## config.mk

```make
export PLATFORM = sky130hd
export DESIGN_NAME = pipe_ctrl
export DESIGN_NICKNAME = d
export VERILOG_FILES = /design/src/rtl/pipe_ctrl.sv
export SDC_FILE = /design/constraint.sdc
export NUM_CORES = 1
export LEC_CHECK = 0
export CAP_MARGIN = 20
export CORE_AREA = 2 2 86 88
export CTS_CLUSTER_SIZE = 20
export DETAILED_ROUTE_END_ITERATION = 6
export DIE_AREA = 0 0 88 90
export PLACE_DENSITY = 0.73
export SLEW_MARGIN = 10
export SYNTH_ARGS = -nofsm -noshare
export SYNTH_HDL_FRONTEND = slang
export SYNTH_SLANG_ARGS = --single-unit
```

## constraint.sdc

```tcl
create_clock -name clk -period 2.4 [get_ports clk]
set_input_delay 0.48 -clock clk [delete_from_list [all_inputs] [get_ports clk]]
set_output_delay 0.48 -clock clk [all_outputs]
set_load 0.02 [all_outputs]
```

## src/rtl/pipe_ctrl.sv

```systemverilog
// Pipeline controller: stall vector, branch/exception PC redirect,
// one-cycle flush sequencing and a stall watchdog.
module pipe_ctrl #(
  parameter logic [31:0] EXC_VECTOR = 32'h0000_0040,
  parameter logic [7:0]  WDOG_LIMIT = 8'd255
) (
  input  logic        clk,
  input  logic        rst,
  input  logic        stallreq_id,
  input  logic        stallreq_ex,
  input  logic        stallreq_mem,
  input  logic        branch_flag_i,
  input  logic [31:0] branch_target_i,
  input  logic        excp_flag_i,
  output logic [5:0]  stall,
  output logic        pc_we,
  output logic [31:0] pc_write_instr,
  output logic        flush,
  output logic        stall_timeout
);

  typedef enum logic {RUN, FLUSH} state_t;

  state_t      state;
  state_t      state_nx;
  logic        pend_v;
  logic        pend_v_nx;
  logic [31:0] pend_t;
  logic [31:0] pend_t_nx;
  logic        pc_we_nx;
  logic        flush_nx;
  logic [31:0] pcw_nx;
  logic [7:0]  wdog;
  logic        stalled;

  // Stall vector: deepest requesting stage wins; nothing held in FLUSH
  always_comb begin
    stall = 6'b000000;
    if (!rst && state == RUN) begin
      if (stallreq_mem)
        stall = 6'b011111;
      else if (stallreq_ex)
        stall = 6'b001111;
      else if (stallreq_id)
        stall = 6'b000111;
    end
  end

  assign stalled = |stall;

  // Next state, redirect and pending-branch bookkeeping
  always_comb begin
    state_nx  = state;
    pc_we_nx  = 1'b0;
    flush_nx  = 1'b0;
    pcw_nx    = pc_write_instr;
    pend_v_nx = pend_v;
    pend_t_nx = pend_t;
    case (state)
      RUN: begin
        if (excp_flag_i) begin
          state_nx  = FLUSH;
          flush_nx  = 1'b1;
          pc_we_nx  = 1'b1;
          pcw_nx    = EXC_VECTOR;
          pend_v_nx = 1'b0;
        end else if (branch_flag_i) begin
          if (!stalled) begin
            pc_we_nx  = 1'b1;
            pcw_nx    = branch_target_i;
            pend_v_nx = 1'b0;
          end else begin
            pend_v_nx = 1'b1;
            pend_t_nx = branch_target_i;
          end
        end else if (pend_v && !stalled) begin
          pc_we_nx  = 1'b1;
          pcw_nx    = pend_t;
          pend_v_nx = 1'b0;
        end
      end
      FLUSH: state_nx = RUN;
      default: state_nx = RUN;
    endcase
  end

  // Control registers
  always_ff @(posedge clk) begin
    if (rst) begin
      state          <= RUN;
      pc_we          <= 1'b0;
      flush          <= 1'b0;
      pc_write_instr <= 32'h0;
      pend_v         <= 1'b0;
      pend_t         <= 32'h0;
    end else begin
      state          <= state_nx;
      pc_we          <= pc_we_nx;
      flush          <= flush_nx;
      pc_write_instr <= pcw_nx;
      pend_v         <= pend_v_nx;
      pend_t         <= pend_t_nx;
    end
  end

  // Watchdog: count consecutive stalled cycles, sticky timeout
  always_ff @(posedge clk) begin
    if (rst) begin
      wdog          <= 8'h00;
      stall_timeout <= 1'b0;
    end else begin
      if (!stalled)
        wdog <= 8'h00;
      else if (wdog != 8'hFF)
        wdog <= wdog + 8'h01;
      if (wdog >= WDOG_LIMIT)
        stall_timeout <= 1'b1;
    end
  end

endmodule

```

Word level (Yosys, flattened, before mapping)
Index checks and enable logic that the tools add are counted.
- register bits: 77
- latch bits: 0
- memory bits (writable): 0
- bits in read-only memories: 0
- input port bits: 39
- output and inout port bits: 41
- logic and storage cells: 44
- memories: 0
- add/sub/neg operators: 1
- multipliers: 0
- divide/modulo/power cells: 0
- magnitude comparators: 1
- eq/ne operators: 2
- shifts and indexed selects: 0
- muxes and demuxes: 18
- bitwise gates (word level): 3
- reductions and logical operators: 11
- operators with widths (cell ; number):
    $mux W32 ; 4
    $mux W5 ; 2
    $mux W1 ; 9
    $add A8 B1 Y8 const B ; 1
    $ge A8 B8 Y1 const B ; 1
    $ne A8 B8 Y1 const B ; 1
    $reduce_or A6 Y1 ; 1
    $mux W4 ; 1
    $reduce_and A4 Y1 ; 1
    $reduce_or A2 Y1 ; 2
    $mux W3 ; 1
    $ne A3 B3 Y1 const B ; 1
    $not A1 Y1 ; 3
    $reduce_and A3 Y1 ; 1
    $reduce_bool A3 Y1 ; 1
    $logic_and A1 B1 Y1 ; 2
    $logic_not A1 Y1 ; 2
    $pmux W1 S2 ; 1
    $reduce_and A2 Y1 ; 1

Logic depth before layout (Yosys ltp)
- word-level depth: 10
- mapped depth: 7
- mapped depth without buffers: 5

Worst setup path after synthesis
OpenSTA, ideal clock, no wires.
- path type: input to register
- start point: input port stallreq_mem
- end point: register pc_write_instr[19]
- library setup time: 0.070 ns
- arrival: 1.864 ns
- required time: 2.330 ns
- slack: 0.465 ns
- stages on the path: 6
- path buffers: 2
- cells stage by stage: or3_4 and2_4 buf_6 buf_6 or4_1 a21oi_1
- cells in the longest elaborated chain, start to end: 7
- elaborated cells between the ends (all ways): 8
- classes of those cells: eq/ne: 1; mux: 2; reduce/logical: 5
- RTL lines (item ; line ; text):
    start, declared ; 11 ; input logic stallreq_mem,
    $mux W5 (*) ; 40 ; if (stallreq_mem)
    $mux W5 (*) ; 39 ; if (!rst && state == RUN) begin
    $reduce_or A6 Y1 (*) ; 49 ; assign stalled = |stall;
    $logic_not A1 Y1 ; -- ;
    $logic_and A1 B1 Y1 ; 76 ; end else if (pend_v && !stalled) begin
    $reduce_bool A3 Y1 (no line) ; -- ;
    $reduce_and A3 Y1 (no line) (*) ; -- ;
    end signal, assigned ; 100 ; pc_write_instr <= pcw_nx;
    end, declared ; 17 ; output logic [31:0] pc_write_instr,
Every way passes the cells marked *; elsewhere a longest branch is shown, timed or not.
A chain may end at the register's enable or synchronous reset.

Final worst setup path
- start point: input port stallreq_mem
- end point: output port stall[4]
- cells in the longest elaborated chain, start to end: 2
- RTL lines (item ; line ; text):
    $mux W5 ; 40 ;
    $mux W5 ; 39 ;
    end, declared ; 15 ; output logic [5:0] stall,
Every way passes these cells.

==> metrics.txt <==
Max Cap Viol=0; Final #Nets=507; antenna fix cells=0; Final HPWL DP=between 5 and 6 mm; RR Startpoint=flush; Critical Path Source Type=primary input; Crit Path Max Fanout=3; Mean Syn Cell Area=around 8.4 µm²; initial antenna violation count=0; crit path DAT=1.80 ns; Ports=80; worst path bufs/invs=3; final worst path period need=2.28 ns; area fraction in compound gates after synthesis=0.172; 1st-iter DRT viols=~130; routed wire length=7.99 mm; Post-Layout Cell Count=570; clock latency on the worst-skew pair=around 0.34 ns; VDD IR max=between 0.3 and 0.4 mV; Fin. Hold Viols=0; Final period util=0.948; die area=7920 µm²; vias=between 3000 and 4000; RR Endpoint=pc_write_instr[10]; fraction of layout cells with a size suffix above 1=0.0892; XOR/XNOR share of the synthesized area=0.00531; vias in the first global route=2886; Vert. Die Dim=90 µm; Final Total Pwr=2.65 mW; Final Skew=between 0.008 and 0.009 ns; Num CTS Buffers=9; Seq cells post-synth=76; clock edge transition at the registers on the reported setup and hold paths=0.07 ns; largest family of logic cells by synthesized area=simple AND/OR/NAND/NOR gates; min-delay src=pend_t[11]; crit-path most repeated cell=clkdlybuf4s50_1; post-synthesis cell type count=29; vias per inst=5.28; Post-Syn Area=between 3000 and 4000 µm²; CP Capture Type=output pin; Synth Area in Simple Gates=0.197; hold slack=~0.45 ns; Max Clock Freq=roughly 440 MHz; kind of critical path=primary input to output pin; leakage=approximately 1.6 nW; Hold EP=pend_t[11]; WP data required=1.92 ns; YS warnings=0; register area share after synthesis=0.461; Clock power frac=0.350; Layout area overhead=33.3%; dpl ws=-0.0985 ns; Seq pwr share=0.500; RSZ-0062 raised after global routing=no; port bufs=78; number of remaining DRC errors=0; Slew headroom=0.520; Mapped Nets=around 430; total global routing overflow=0; post-route setup slack=about 0.12 ns; HP Class=flop to flop; CTS Buffer Depth=2; Crit-path slowest cell=clkdlybuf4s50_1; routed len/inst=between 10 and 15 µm; CP Cell Sequence=clkdlybuf4s50_1 > buf_4 > and2_1 > clkdlybuf4s50_1; Switch Pwr=0.673 mW; antenna-violating nets left=0; DP Cell Count=555; clock sinks=between 70 and 80; core area=roughly 7000 µm²; worst slew pin tran=a little over 0.7 ns; WHS Path Cells=2; # rows=31; first-pass GRT wire length=roughly 13 mm; Gate Count Post-Synth=394; CP peak stage delay=approximately 0.60 ns; Synth Area in Adders=0.00379; root buf cell=clkbuf_8; global-route usage over all layers=0.208; router iterations before antenna repair=4; PwrDens=approximately 600 nW/µm²; Sw Share=0.254; RePlAce Congestion=around 0.74; Worst path top cell family by delay=buffers and inverters; flop2flop setup slack=just under 0.8 ns; starting density of the core=0.470; largest net degree at the start of global routing=69; htree depth=3; run status=finished clean; post-synthesis mux area share=0.0971; Slew Viols, Final=0; # setup viols final=0; internal power=a little under 2 mW; Setup Buffers After CTS=0; Comb power frac=0.150; worst reg2reg path depth=5; Die Wd=between 80 and 90 µm; CTS tree=done
==> cell usage in the layout, fill, tap and decap left out, types with 3 or more instances in the layout <==
cell	Yosys	routed
dfxtp_1	76	76
clkdlybuf4s50_1	0	73
nand2_1	66	66
a21oi_1	65	65
mux2i_1	32	32
or4_1	31	31
o21ai_0	26	26
buf_4	4	21
clkbuf_8	0	13
nor2_1	12	12
nor3_1	8	8
o21ai_1	8	8
inv_1	4	4
a31oi_1	4	4
nand3_1	3	3
dlygate4sd2_1	0	3
==> Yosys cell counts, drive strengths merged <==
library cell  count  share of area
a211oi            2         0.0045
xor2              2         0.0053
or4              31          0.071
o21a              2         0.0045
conb              1         0.0011
a21oi            65          0.099
nor2             12          0.014
o41ai             1         0.0027
or3               1         0.0034
dfxtp            76           0.46
nand2            66          0.075
and2              3         0.0064
mux2i            32          0.097
o31ai             1         0.0023
and3              2         0.0038
ha                1         0.0038
buf               9          0.024
o21ai            34          0.052
nand4             2         0.0038
inv               4         0.0045
clkbuf           30          0.034
a31oi             4         0.0076
nor2b             2         0.0038
nand3             3         0.0045
nor3              8          0.012
==> flip-flops by register name, indices dropped and copies added, names as in the netlist <==
name and flops:
pc_write_instr 32, pend_t 32, wdog 8, flush 1, pc_we 1, pend_v 1
stall_timeout 1
==> through the flow <==
| step | util | TNS (ns) | area, µm² |
|---|---|---|---|
| 3_5_place_dp | 0.600 | -0.355 | 4210 |
| 3_3_place_gp | 0.600 | -0.242 | 4210 |
| 4_1_cts | 0.626 | 0 | 4400 |
| 6_report | 0.626 | 0 | 4400 |
| 2_1_floorplan | - | 0 | 3300 |
| 5_1_grt | 0.626 | 0 | 4400 |
==> cells by family after synthesis <==
family,after synthesis
AND/OR/NAND/NOR,130
AO/OA/AOI/OAI,109
flip-flops,76
buffers and inverters,43
multiplexers,32
XOR/XNOR,2
adder cells (fa/ha/maj),1
other,1
==> cell type report <==
| cell class | count | area, µm² |
|---|---|---|
| tap | 99 | 124 |
| inverter | 4 | 15.0 |
| sequential | 76 | 1520 |
| timing repair buffer | 101 | 965 |
| clock buffer | 14 | 183 |
| fill | 624 | 2620 |
| clock inverter | 1 | 5.00 |
| multi-input combinational | 275 | 1590 |
==> worst min-delay path: stages, from the launching register on <==
cell and delay [ns]:
dfxtp_1 0.31, nand2_1 0.05, a21oi_1 0.05
==> worst max-delay path by stage <==
| stage | cells past startpoint | startpoint | end | slack, ns |
|---|---|---|---|---|
| global placement | 5 | stallreq_mem | stall[0] | -0.08 |
| finish | 4 | stallreq_mem | stall[4] | 0.12 |
| global route | 5 | stallreq_mem | stall[0] | 0.06 |
| detailed placement | 5 | stallreq_mem | stall[1] | -0.1 |
| floorplan | 6 | stallreq_mem | pc_write_instr[19] | 0.47 |
| CTS | 4 | stallreq_mem | stall[4] | 0.12 |
==> what timing repair did <==
item / CTS / global route
setup endpoints to repair: 3 / 0
endpoints found under the hold margin: 0 / 0
hold buffers: 0 / 0
resized for setup: 3 / 0
==> power by group through the flow <==
stage	combinational, mW	clock [mW]	sequential, mW
2_1_floorplan	0.188	0	1.38
3_3_place_gp	0.395	0	1.35
3_5_place_dp	0.401	0	1.35
4_1_cts	0.400	0.939	1.32
5_1_grt	0.431	0.998	1.33
6_report	0.398	0.927	1.32
==> layer usage <==
layer / routed length (µm) / vias up / share of wire / global-route usage
met5: 0 / - / 0 / 0
met4: 137 / 0 / 0.017 / 0.0846
met3: 346 / 12 / 0.043 / 0.0422
met2: 3880 / 69 / 0.49 / 0.333
met1: 3620 / 1393 / 0.45 / 0.269
li1: - / 1534 / - / -
Power figures use the tool's default switching activity.
